## config.mk

```make
export PLATFORM = sky130hd
export DESIGN_NAME = fetch_unit_flat
export DESIGN_NICKNAME = d
export VERILOG_FILES = /design/src/rtl/cpu_pkg.sv /design/src/rtl/fetch_unit_if.sv /design/src/rtl/fetch_unit_branch_lut.sv /design/src/rtl/fetch_unit.sv /design/src/flat_wrapper.sv
export SDC_FILE = /design/constraint.sdc
export NUM_CORES = 1
export LEC_CHECK = 0
export BUFFER_PORTS_ARGS = -buffer_cell sky130_fd_sc_hd__buf_2
export CORE_AREA = 10 10 252 230
export DETAILED_ROUTE_END_ITERATION = 10
export DIE_AREA = 0 0 262 240
export PLACE_DENSITY = 0.55
export SYNTH_ARGS = -nofsm -noshare
export SYNTH_HDL_FRONTEND = slang
export SYNTH_SLANG_ARGS = --single-unit
```

## constraint.sdc

```tcl
create_clock -name clk -period 1.9 [get_ports clk]
set_clock_uncertainty 0.15 [all_clocks]
set_input_delay 0.38 -clock clk [delete_from_list [all_inputs] [get_ports clk]]
set_output_delay 0.38 -clock clk [all_outputs]
set_load 0.005 [all_outputs]
```

## src/rtl/cpu_pkg.sv

```systemverilog
// Shared fetch-stage definitions: FSM state type, halt encoding and default widths.
package cpu_pkg;

  localparam int unsigned LUT_KEY_W    = 5;
  localparam int unsigned PC_W_DEFAULT = 10;
  localparam logic [8:0]  HALT_INST    = 9'h1FF;

  typedef enum logic [1:0] {
    IDLE = 2'd0,
    RUN  = 2'd1,
    HALT = 2'd2
  } fetch_state_t;

endpackage

```

## src/rtl/fetch_unit_if.sv

```systemverilog
// Fetch-unit control/instruction bus; slave is the fetch unit, master drives it.
interface fetch_unit_if
  import cpu_pkg::*;
#(
  parameter int unsigned PC_W = PC_W_DEFAULT
);
  logic                 start;
  logic                 stall;
  logic [8:0]           inst;
  logic                 branch_en;
  logic                 lut_we;
  logic [LUT_KEY_W-1:0] lut_addr;
  logic [PC_W-1:0]      lut_data;
  logic [PC_W-1:0]      pc;
  logic                 running;
  logic                 done;
  logic [15:0]          instr_count;

  modport slave (
    input  start, stall, inst, branch_en, lut_we, lut_addr, lut_data,
    output pc, running, done, instr_count
  );

  modport master (
    output start, stall, inst, branch_en, lut_we, lut_addr, lut_data,
    input  pc, running, done, instr_count
  );
endinterface

```

## src/rtl/fetch_unit_branch_lut.sv

```systemverilog
// Branch-target register file: async clear, synchronous write, combinational read.
module branch_lut #(
  parameter int unsigned W     = 10,
  parameter int unsigned KEY_W = 5,
  parameter int unsigned DEPTH = 32
) (
  input  logic             clk,
  input  logic             rst_n,
  input  logic             we,
  input  logic [KEY_W-1:0] waddr,
  input  logic [W-1:0]     wdata,
  input  logic [KEY_W-1:0] raddr,
  output logic [W-1:0]     rdata
);
  logic [W-1:0] mem [DEPTH];

  always_ff @(posedge clk or negedge rst_n) begin
    if (!rst_n) begin
      for (int unsigned i = 0; i < DEPTH; i++) mem[i] <= '0;
    end else if (we) begin
      mem[waddr] <= wdata;
    end
  end

  assign rdata = mem[raddr];
endmodule

```

## src/rtl/fetch_unit.sv

```systemverilog
// Fetch unit: PC sequencing (IDLE/RUN/HALT) with branch-target table.
// Optional retired-instruction counter enabled by `define FETCH_INSTR_COUNT_EN.
module fetch_unit
  import cpu_pkg::*;
#(
  parameter int unsigned     PC_W      = PC_W_DEFAULT,
  parameter logic [PC_W-1:0] START_PC  = '0,
  parameter int unsigned     LUT_DEPTH = 2**LUT_KEY_W
) (
  input logic          clk,
  input logic          rst_n,
  fetch_unit_if.slave  bus
);
  fetch_state_t    state, state_nx;
  logic [PC_W-1:0] pc_q, pc_nx;
  logic [PC_W-1:0] lut_rd;
  logic            lut_wr;

  branch_lut #(
    .W     (PC_W),
    .KEY_W (LUT_KEY_W),
    .DEPTH (LUT_DEPTH)
  ) u_lut (
    .clk   (clk),
    .rst_n (rst_n),
    .we    (lut_wr),
    .waddr (bus.lut_addr),
    .wdata (bus.lut_data),
    .raddr (bus.inst[LUT_KEY_W-1:0]),
    .rdata (lut_rd)
  );

  always_ff @(posedge clk or negedge rst_n) begin
    if (!rst_n) begin
      state <= IDLE;
      pc_q  <= START_PC;
    end else begin
      state <= state_nx;
      pc_q  <= pc_nx;
    end
  end

  always_comb begin
    state_nx = state;
    pc_nx    = pc_q;
    lut_wr   = 1'b0;
    unique case (state)
      RUN: begin
        // Halt encoding outranks both stall and branch.
        if (bus.inst == HALT_INST) begin
          state_nx = HALT;
        end else if (!bus.stall) begin
          pc_nx = bus.branch_en ? lut_rd : pc_q + PC_W'(1);
        end
      end
      default: begin
        lut_wr = bus.lut_we;
        if (bus.start) begin
          state_nx = RUN;
          pc_nx    = START_PC;
        end
      end
    endcase
  end

  assign bus.pc      = pc_q;
  assign bus.running = (state == RUN);
  assign bus.done    = (state == HALT);

`ifdef FETCH_INSTR_COUNT_EN
  logic [15:0] count;
  logic        retire, accept;

  assign retire = (state == RUN) && (bus.inst != HALT_INST) && !bus.stall;
  assign accept = (state != RUN) && bus.start;

  always_ff @(posedge clk or negedge rst_n) begin
    if (!rst_n)                        count <= '0;
    else if (accept)                   count <= '0;
    else if (retire && count != '1)    count <= count + 16'd1;
  end

  assign bus.instr_count = count;
`else
  assign bus.instr_count = '0;
`endif
endmodule
```

## src/flat_wrapper.sv

```systemverilog
// flat-port wrapper written by rule: the top's interface ports become plain ports
module fetch_unit_flat import cpu_pkg::*;
#(
  parameter int unsigned     PC_W      = PC_W_DEFAULT,
  parameter logic [PC_W-1:0] START_PC  = '0,
  parameter int unsigned     LUT_DEPTH = 2**LUT_KEY_W
)
  (clk, rst_n, bus_start, bus_stall, bus_inst, bus_branch_en, bus_lut_we, bus_lut_addr, bus_lut_data, bus_pc, bus_running, bus_done, bus_instr_count);
  fetch_unit_if #(.PC_W(PC_W)) bus_i ();
  input logic clk;
  input logic rst_n;
  input wire logic [$bits(bus_i.start)-1:0] bus_start;
  input wire logic [$bits(bus_i.stall)-1:0] bus_stall;
  input wire logic [$bits(bus_i.inst)-1:0] bus_inst;
  input wire logic [$bits(bus_i.branch_en)-1:0] bus_branch_en;
  input wire logic [$bits(bus_i.lut_we)-1:0] bus_lut_we;
  input wire logic [$bits(bus_i.lut_addr)-1:0] bus_lut_addr;
  input wire logic [$bits(bus_i.lut_data)-1:0] bus_lut_data;
  output wire logic [$bits(bus_i.pc)-1:0] bus_pc;
  output wire logic [$bits(bus_i.running)-1:0] bus_running;
  output wire logic [$bits(bus_i.done)-1:0] bus_done;
  output wire logic [$bits(bus_i.instr_count)-1:0] bus_instr_count;
  assign bus_i.start = bus_start;
  assign bus_i.stall = bus_stall;
  assign bus_i.inst = bus_inst;
  assign bus_i.branch_en = bus_branch_en;
  assign bus_i.lut_we = bus_lut_we;
  assign bus_i.lut_addr = bus_lut_addr;
  assign bus_i.lut_data = bus_lut_data;
  assign bus_pc = bus_i.pc;
  assign bus_running = bus_i.running;
  assign bus_done = bus_i.done;
  assign bus_instr_count = bus_i.instr_count;
  fetch_unit #(.PC_W(PC_W), .START_PC(START_PC), .LUT_DEPTH(LUT_DEPTH)) u_core (.clk(clk), .rst_n(rst_n), .bus(bus_i));
endmodule
```

==> metrics, run 1 <==
chip height ~240 um; Clk Latency, worst-skew pair 0.52 ns; status finished, violations left; Synth-to-Final Area Change 30.21%; GR Overflow Total 0; crit-path max FO 2; number of synthesized flops with an enable pin 0; max-cap viol count 0; failing checks negative setup slack; # port buffers 41; final period utilization 105.7%; root buffer cell clkbuf_16; Worst path slowest cell mux4_2; Primary FF master, synth dfrtp_1; IO Count slightly below 60; Hold Fails Final Rpt 0; pin count of the biggest net entering global routing 86; Detail Route Antenna Nets 0; GP Congestion between 0.8 and 0.9; Cells after Synth between 1k and 1.5k; CP required between 2 and 2.5 ns; number of DRC markers in iteration 0 approximately 750; startpoint types register; sequential fraction of the synthesis area 53.16%; async set-reset flop share out of synthesis 100.0%; vias in the first global route just over 10k; pre-CTS setup slack -0.6844 ns; Worst-path clk slew about 0.06 ns; global-route wire length before repair 66670 um; Yosys warning total 0; Die ar. 62880 um^2; total power 15.77 mW; initial core utilization 29.74%; critical path class reg -> reg; drt drc 0; worst-path cell chain mux4_2 > mux4_2 > o2111ai_2 > o311ai_1; Routed WL per cell ~24 um; Core Region 52550 um^2; slowest stage delay, CP approximately 0.53 ns; n_diodes 0; Via Count between 9k and 10k; Rows 80; CTS tree built; unrepaired setup endpoints after global routing true; max-slew violations 0; fmax 0.4980 GHz; Worst-Margin Slew 0.6772 ns; drt pass-1 iters 5; CTS Buf Count 37; cell area after synthesis approximately 16000 um^2; Tot GR Track Use 14.04%; post-DP HPWL a little under 30000 um; CP arrival around 2.3 ns; worst min-delay path class in -> async; PD cells 774.9 nW/um^2; crit path time final roughly 2.0 ns; fin nets 1238; CP Capture Type register; Horiz. Die Dim ~260 um; Final Setup Violations 53; count of cell types in the netlist 53; static leakage approximately 9.4 nW; initial antenna violation count 0; share of cells above drive strength 1 between 50% and 60%; relative slew slack a little over half; WL final roughly 46000 um; worst setup margin -0.1082 ns; Synth Register Bits 332; VDD IR max around 0.48 mV; clock sinks between 300 and 400; syn_area_per_cell 15.14 um^2; Vias/cell 5.070; Crit path top cell by count mux4_2; CTS H-tree lvls 2; fin util around 39%; clock buffer depth 3
[cells by family after synthesis]
family                     after synthesis  share of synthesized area [%]
and+or+nand+nor                        126                          4.395
xor gates and xnor gates                 2                         0.1121
muxes                                  433                          37.00
AOI/OAI and AO/OA                       42                          2.106
other                                    1                        0.02399
DFF                                    332                          53.16
adders and majority gates                1                        0.08004
buffers and inverters                   95                          3.122
[what timing repair did]
action | 4_1_cts | 5_1_grt
pin swaps | 8 | 10
hold endpoints to repair | 248 | 0
hold buffers | 2 | 0
resized for setup | 73 | 120
setup buffers | 5 | 10
cloned | 4 | 3
setup endpoints to repair | 329 | 307
[worst max-delay path, delay by kind of cell (launching register included)]
kind / cells / cell delay (ns)
flops: 1 / 0.38
compound gates: 2 / 0.31
mux: 2 / 1.03
[layer usage]
layer  part of all wire [%]  vias to the layer above  wire length, um  GRT usage [%]
met5                      0                        -                0              0
met4                    1.5                        0              703          2.680
met3                    5.3                       50             2442          2.495
met2                     44                      254            19990          21.20
met1                     49                     5316            22640          20.71
li1                       -                     4166                -              -
[cell type report]
class                   instances  area (um^2)
clock buffers                  56         1130
clock inverters                 9        98.84
fillers                      4902        32200
inverters                       7        28.78
multi-input cells             620         7637
flip-flops and latches        332         8308
well taps                     697        872.1
repair buffers                209         2276
[flip-flops by register name, indices dropped and copies added, names as in the netlist]
name / flops
u_core.state: 2
u_core.u_lut.mem: 320
u_core.bus.pc: 10
[power by group]
part	total (mW)	switching [mW]	internal [mW]	leakage, nW
registers	7.27	0.0924	7.18	4.61
logic	1.25	0.714	0.534	4.22
clock network	7.25	2.88	4.37	0.611
[stage by stage]
stage | instance area [um^2] | setup TNS (ns) | hold slack [ns] | std cells
after floorplan | 15930 | -6.566 | -0.06559 | 1047
after global placement | 18110 | -40.89 | 0.05393 | 1842
after detailed placement | 18110 | -41.51 | 0.05398 | 1842
after CTS | 19760 | -1.314 | 0.1444 | 1918
after global routing | 20350 | -7.668 | 0.1626 | 1930
final | 20350 | -1.757 | 0.1371 | 1930
[synth_stat cells, drive strengths merged, types with 2 or more instances]
cell	instances	share of area (%)
a211o	2	0.11
a21oi	3	0.096
a31oi	2	0.080
buf	44	1.9
clkbuf	44	1.1
dfrtp	332	53
inv	7	0.17
mux2	324	23
mux2i	28	1.8
mux4	81	12
nand2	29	0.70
nand2b	5	0.20
nand3	9	0.37
nand3b	4	0.19
nand4	6	0.28
nand4b	2	0.11
nor2	43	1.4
nor3	9	0.29
nor3b	2	0.096
nor4	5	0.20
o2111ai	4	0.26
o211ai	4	0.19
o21ai	12	0.38
o2bb2ai	2	0.11
o311ai	2	0.11
o31ai	2	0.096
or3	4	0.16
or3b	2	0.11
or4	4	0.19
xor2	2	0.11
[placed cells by master, fill, tap and decap left out, types with 4 or more instances in the layout]
cell,n
mux4_2,80
nand2_1,28
mux2_4,126
clkbuf_16,43
dfrtp_1,332
buf_6,13
nor2_1,17
o211ai_1,4
nor3_1,7
or4_4,4
nor4_1,4
conb_1,16
clkbuf_8,9
inv_1,6
mux2i_1,25
clkinv_2,6
nand4_1,5
nor2_4,26
mux2_2,198
nand3_1,7
buf_4,100
buf_12,47
o21ai_0,9
nand3b_1,4
buf_2,37
clkbuf_1,8
[worst paths after layout]
check	start	to	slack, ns	depth (start not counted)
worst max register to register	u_core.u_lut.mem[167]	u_core.bus.pc[7]	-0.11	4
worst min-delay path	rst_n	u_core.u_lut.mem[139]	0.14	2
worst max-delay path	u_core.u_lut.mem[167]	u_core.bus.pc[7]	-0.11	4
max in group asynchronous	rst_n	u_core.u_lut.mem[113]	0.75	4
min in group clk	bus_branch_en	u_core.bus.pc[6]	0.16	4
worst min register to register	u_core.u_lut.mem[36]	u_core.u_lut.mem[36]	0.35	1
No activity file was read; power rests on OpenSTA's default activity.
==> inputs of run 2 (changes only) <==
--- a/config.mk
+++ b/config.mk
@@ -9,7 +9,7 @@
 export CORE_AREA = 10 10 252 230
 export DETAILED_ROUTE_END_ITERATION = 10
 export DIE_AREA = 0 0 262 240
-export PLACE_DENSITY = 0.55
+export PLACE_DENSITY = 0.49
 export SYNTH_ARGS = -nofsm -noshare
 export SYNTH_HDL_FRONTEND = slang
 export SYNTH_SLANG_ARGS = --single-unit
==> run 2 against run 1 <==
The flow still finishes with violations (negative setup slack). Flip-flop and latch count is the same. Core utilization grew 0.83 points. Maximum frequency shrank 0.21%. Sequential share of layout area shrank 0.85 points. Routed wire length grew 5.6%. Hold slack gained 0.019 ns. Final area grew 2.2%. Cell count grew 0.41%. Die area is the same.
==> metrics, run 2 (synthesis gave the netlist of run 1 again) <==
worst-case reg-to-reg path depth 6 (+2); status finished, violations left; Fillers 4856 (-0.94%); Worst-Margin Slew 0.6602 ns (-0.01697 ns); pin count of the biggest net entering global routing 51 (-41%); internal power 12.50 mW (+3.4%); Switch Pwr 3.867 mW (+4.9%); HP Start bus_stall; share of cells above drive strength 1 59.39% (+0.34 points); CP Buf/Inv Count 4 (+4); fin util 39.56% (+0.83 points); Detail Route Antenna Nets 0 (unchanged); root buffer cell clkbuf_16; commonest non-fill, non-tap cell in the layout dfrtp_1; RR Endpoint u_core.u_lut.mem[314]; Clk pwr share 47.9% (+1.9 points); Inst Count DP 1844 (+0.11%); CTS Buf Count 39 (+5.4%); worst setup margin -0.1125 ns (-0.004304 ns); Clk Latency, worst-skew pair 0.55 ns (+0.03 ns); fin nets 1246 (+0.65%); Storage cell area 8309 um^2 (about the same); Worst-path clk slew 0.06 ns (about the same); final period utilization 105.9% (+0.23 points); most frequent cells in the layout dfrtp_1 (331), mux2_2 (162), mux2_4 (162), buf_4 (93), mux4_2 (78); Tot GR Track Use 15.15% (+1.1 points); post-DP HPWL 30900 um (+5.3%); reg2reg setup slack -0.11 ns (about the same); Die ar. 62880 um^2 (unchanged); Synth-to-Final Area Change 33.02%; n_diodes 0 (unchanged); chip height 240 um (unchanged); fin cells 1938 (+0.41%); slowest stage delay, CP 0.40 ns (-0.13 ns); failing checks negative setup slack; max-slew violations 0 (unchanged); clock buffer depth 3 (unchanged); unrepaired setup endpoints after global routing true; kind of cell adding the most delay to the critical path flip-flops; relative slew slack 55.99% (+1.1 points); hold depth 5; initial antenna violation count 3 (+3); max-cap viol count 0 (unchanged); crit-path max FO 3 (+1); initial core utilization 29.74% (unchanged); Routed WL per cell 24.94 um (+5.2%); Core Region 52550 um^2 (unchanged); drt drc 0 (unchanged); WL final 48340 um (+5.6%); Flop pwr share 44.4% (-1.7 points); Total Neg Setup Slack -10.08 ns (-8.323 ns); combinational fraction of design power 7.7% (-0.2 points); Worst path slowest cell dfrtp_1; startpoint types register; Via Count 9874 (+0.90%); vias in the first global route 10.40k (+2.5%); Crit path top cell by count buf_6; max reg flops 320 (unchanged); IO Count 58 (unchanged); Rows 80 (unchanged); worst-path cell chain nand2b_4 > buf_4 > buf_6 > inv_4 > buf_6; # port buffers 41 (unchanged); CP Capture Type output port; Vias/cell 5.095 (+0.48%); CTS H-tree lvls 2 (unchanged); Top reg by flops u_core.u_lut.mem; CTS tree built; crit path time final 2.012 ns (+0.004304 ns); r2r startpoint u_core.state[1]; clock sinks 332 (unchanged); Final Setup Violations 173 (+230%); CP arrival 1.48 ns (-0.77 ns); CP required 1.37 ns (-0.77 ns); WHS Endpoint u_core.bus.pc[9]; multi-input combinational cell area 7791 um^2 (+2.0%); PD cells 787.1 nW/um^2 (+1.6%); global-route wire length before repair 70860 um (+6.3%); critical path class reg -> out; worst min-delay path class in -> reg; drt pass-1 iters 5 (unchanged); Horiz. Die Dim 262 um (unchanged); GR Overflow Total 0 (unchanged); fmax 0.4969 GHz (-0.21%); VDD IR max 0.5197 mV (+7.4%); Hold Fails Final Rpt 0 (unchanged); GP Congestion 0.8748 (-1.3%); static leakage 9.635 nW (+2.0%); number of DRC markers in iteration 0 722 (-4.2%); Switching Share 23.63% (+0.26 points)
[run 2: changes by cell type in the layout (fill, tap and decap cells not counted), sizes merged]
| cell | delta |
|---|---|
| buf | +5 |
| bufbuf | -1 |
| bufinv | +2 |
| clkinvlp | +2 |
| inv | -1 |
| or4 | +1 |
[run 2: worst max-delay path by stage]
stage / from / end / slack, ns / depth (start not counted)
2_1_floorplan: bus_inst[0] / u_core.bus.pc[5] / -0.23 / 6
3_3_place_gp: bus_inst[0] / u_core.bus.pc[9] / -0.55 / 8
3_5_place_dp: bus_inst[0] / u_core.bus.pc[2] / -0.53 / 8
4_1_cts: u_core.state[1] / bus_running / -0.13 / 5
5_1_grt: u_core.state[1] / u_core.u_lut.mem[95] / -0.18 / 7
6_report: u_core.state[1] / bus_running / -0.11 / 5
[run 2: cell type report]
cell class	count	share of cell area (%)
Clock buffer	55	5.573
Clock inverter	12	0.8125
Inverter	7	0.1384
Multi-Input combinational cell	621	37.48
Timing Repair Buffer	214	11.83
Tap cell	697	4.195
Sequential cell	332	39.97
[run 2: layer usage]
| layer | track usage, % | part of all wire (%) |
|---|---|---|
| met5 | 0 | 0 |
| met4 | 3.011 | 1.4 |
| met3 | 3.187 | 5.1 |
| met2 | 22.04 | 43 |
| met1 | 22.71 | 50 |
[run 2: worst register-to-register path: cells and delay by family, from the launching register on]
| kind | cells | cell delay, ns |
|---|---|---|
| DFF | 1 | 0.38 |
| and+or+nand+nor | 3 | 0.75 |
| buffers and inverters | 2 | 0.29 |
| muxes | 1 | 0.33 |
[run 2: stage by stage]
stage	setup slack [ns]	cell area, um^2	hold slack [ns]	power [mW]
6_report	-0.1125	20790	0.1562	16.36
5_1_grt	-0.1769	20790	0.1865	16.92
4_1_cts	-0.1305	20340	0.1341	16.50
3_5_place_dp	-0.5287	18220	0.1696	8.574
3_3_place_gp	-0.5534	18220	0.1704	8.566
2_1_floorplan	-0.2312	15930	-0.06559	7.917
[run 2: power groups by stage]
stage | Combinational, mW | Clock [mW] | Sequential, mW
4_1_cts | 1.24 | 8.00 | 7.26
2_1_floorplan | 0.550 | 0 | 7.37
3_5_place_dp | 1.19 | 0 | 7.39
5_1_grt | 1.36 | 8.29 | 7.28
6_report | 1.26 | 7.84 | 7.27
3_3_place_gp | 1.18 | 0 | 7.39
[run 2: repair_timing]
action,4_1_cts,5_1_grt
hold buffers,2,0
setup buffers,12,6
setup endpoints to repair,317,288
endpoints found under the hold margin,270,0
pin swaps,7,14
resized for setup,149,90
cloned,6,3
==> inputs of run 3 (changes only) <==
--- a/config.mk
+++ b/config.mk
@@ -5,11 +5,11 @@
 export SDC_FILE = /design/constraint.sdc
 export NUM_CORES = 1
 export LEC_CHECK = 0
-export BUFFER_PORTS_ARGS = -buffer_cell sky130_fd_sc_hd__buf_2
 export CORE_AREA = 10 10 252 230
 export DETAILED_ROUTE_END_ITERATION = 10
 export DIE_AREA = 0 0 262 240
-export PLACE_DENSITY = 0.49
+export DONT_BUFFER_PORTS = 1
+export PLACE_DENSITY = 0.48
 export SYNTH_ARGS = -nofsm -noshare
 export SYNTH_HDL_FRONTEND = slang
 export SYNTH_SLANG_ARGS = --single-unit
==> run 3 against run 2 <==
The run ends with negative hold slack, negative setup slack left. Cell count down 5.7%. Clock-buffer cell count rose by 8. Combinational power decreased by 45%. First-iteration DRC count shrank 39%. Non-clock buffer count fell by 114. Core utilization decreased by 3.3 points. Die area did not move. Critical path type is now reg -> reg.
==> metrics, run 3 (synthesis gave the netlist of run 1 again) <==
status finished, violations left; failing checks negative hold slack, negative setup slack; fin cells 1828 (-5.7%); crit path time final 1.975 ns (-0.03711 ns); share of cells above drive strength 1 54.55% (-4.8 points); WL final 43050 um (-11%); Synth-to-Final Area Change 21.90%; Worst-path clk slew 0.06 ns (about the same); chip height 240 um (unchanged); unrepaired setup endpoints after global routing true; clock buffer depth 3 (unchanged); n_diodes 0 (unchanged); post-route cell area 19050 um^2 (-8.4%); kind of cell adding the most delay to the critical path multiplexers; worst-path cell chain mux4_2 > mux4_2 > nand2b_4 > o2111ai_2 > o311ai_1; worst min-delay path class in -> async; Crit path top cell by count mux4_2; drt drc 0 (unchanged); startpoint types register; Via Count 9069 (-8.2%); Rows 80 (unchanged); CP Capture Type register; Clk Latency, worst-skew pair 0.54 ns (about the same); critical path class reg -> reg; Total Neg Setup Slack -0.1007 ns (+9.978 ns); Die ar. 62880 um^2 (unchanged); initial antenna violation count 2 (-1); most frequent cells in the layout dfrtp_1 (332), mux2_2 (310), mux4_2 (78), buf_4 (50), clkbuf_16 (42); # port buffers 0 (-100%); max-cap viol count 0 (unchanged); VDD IR max 0.5410 mV (+4.1%); Final Setup Violations 3 (-98%); Routed WL per cell 23.55 um (-5.6%); vias in the first global route 9473 (-8.9%); Hold Fails Final Rpt 334 (+334); drt pass-1 iters 4 (-1); Clk pwr share 49.9% (+2.0 points); pre-CTS setup slack -0.2436 ns (+0.2851 ns); global-route wire length before repair 64390 um (-9.1%); CP Buf/Inv Count 0 (-4); post-DP HPWL 25950 um (-16%); pin count of the biggest net entering global routing 333 (+550%); CTS Buf Count 40 (+2.6%); Worst-Margin Slew 1.272 ns (+0.6121 ns); Fillers 5021 (+3.4%); Tot GR Track Use 13.72% (-1.4 points); commonest non-fill, non-tap cell in the layout dfrtp_1; slowest stage delay, CP 0.48 ns (+0.08 ns); Switching Share 21.63% (-2.0 points); fmax 0.5062 GHz (+1.9%); relative slew slack 15.18% (-41 points); final period utilization 104.0% (-2.0 points); Horiz. Die Dim 262 um (unchanged); final hold slack -0.6108 ns (-0.7670 ns); combinational fraction of design power 4.4% (-3.3 points); PD cells 833.1 nW/um^2 (+5.8%); GP Congestion 0.7681 (-12%); CP arrival 2.24 ns (+0.76 ns); CTS H-tree lvls 2 (unchanged); clock sinks 332 (unchanged); initial core utilization 29.74% (unchanged); Inst Count DP 1737 (-5.8%); Flop pwr share 45.7% (+1.3 points); number of DRC markers in iteration 0 440 (-39%); max reg flops 320 (unchanged); Top reg by flops u_core.u_lut.mem; IO Count 58 (unchanged); Switch Pwr 3.433 mW (-11%); Worst path slowest cell mux4_2; fin nets 1132 (-9.1%); total power 15.87 mW (-3.0%); crit-path max FO 2 (-1); static leakage 8.777 nW (-8.9%); internal power 12.44 mW (-0.46%); placed cell area 17160 um^2 (-5.8%); fin util 36.25% (-3.3 points); GR Overflow Total 0 (unchanged); CP required 2.17 ns (+0.80 ns); CTS tree built; Vias/cell 4.961 (-2.6%); max-slew violations 0 (unchanged); Detail Route Antenna Nets 0 (unchanged); root buffer cell clkbuf_16; worst setup margin -0.07536 ns (+0.03711 ns); Core Region 52550 um^2 (unchanged)
[run 3: cell count changes in the layout (fill, tap and decap cells not counted), sizes merged]
cell,change
clkbuf,+4
or4,-1
inv,+1
clkinv,-3
clkinvlp,-1
dlygate4sd3,+6
buf,-116
[run 3: power by group through the flow]
stage / Combinational, mW / Clock [mW] / Sequential [mW]
global route: 0.758 / 8.43 / 7.27
global placement: 0.493 / 0 / 7.38
detailed placement: 0.500 / 0 / 7.38
floorplan: 0.550 / 0 / 7.37
finish: 0.699 / 7.91 / 7.26
CTS: 0.686 / 8.14 / 7.25
[run 3: what timing repair did]
action | 4_1_cts | 5_1_grt
gates cloned | 0 | 1
pin swaps | 6 | 16
endpoints found under the setup margin | 152 | 117
hold endpoints to repair | 664 | 335
hold buffers | 15 | 1
resized for setup | 24 | 41
setup buffers | 0 | 2
[run 3: worst paths after layout]
check	slack, ns	endpoint	depth (start not counted)	from
min in group clk	-0.07	u_core.bus.pc[7]	2	bus_inst[4]
max in group asynchronous	1.19	u_core.u_lut.mem[311]	0	rst_n
hold / removal	-0.61	u_core.u_lut.mem[190]	0	rst_n
setup reg to reg	-0.08	u_core.bus.pc[7]	5	u_core.u_lut.mem[7]
hold reg to reg	0.35	u_core.u_lut.mem[46]	1	u_core.u_lut.mem[46]
setup / recovery	-0.08	u_core.bus.pc[7]	5	u_core.u_lut.mem[7]
[run 3: layout make-up]
type | count | area, um^2 | area share (%)
Sequential cell | 332 | 8308 | 43.61
Multi-Input combinational cell | 620 | 7227 | 37.93
Clock inverter | 9 | 153.9 | 0.8078
Tap cell | 697 | 872.1 | 4.577
Clock buffer | 63 | 1209 | 6.344
Timing Repair Buffer | 100 | 1256 | 6.594
Inverter | 7 | 26.28 | 0.1379
[run 3: metal layers]
| metal | share of wire, % | GRT usage [%] | wire length (um) |
|---|---|---|---|
| met1 | 50 | 20.20 | 21450 |
| met2 | 43 | 19.79 | 18680 |
| met3 | 4.7 | 3.302 | 2032 |
| met4 | 2.0 | 3.376 | 866 |
| met5 | 0.063 | 0 | 27 |
[run 3: worst reg2reg max path, stage by stage (launching register included)]
cell       delay [ns]
dfrtp_1          0.39
mux4_2           0.47
mux4_2           0.48
nand2b_4         0.16
o2111ai_2        0.08
o311ai_1         0.12
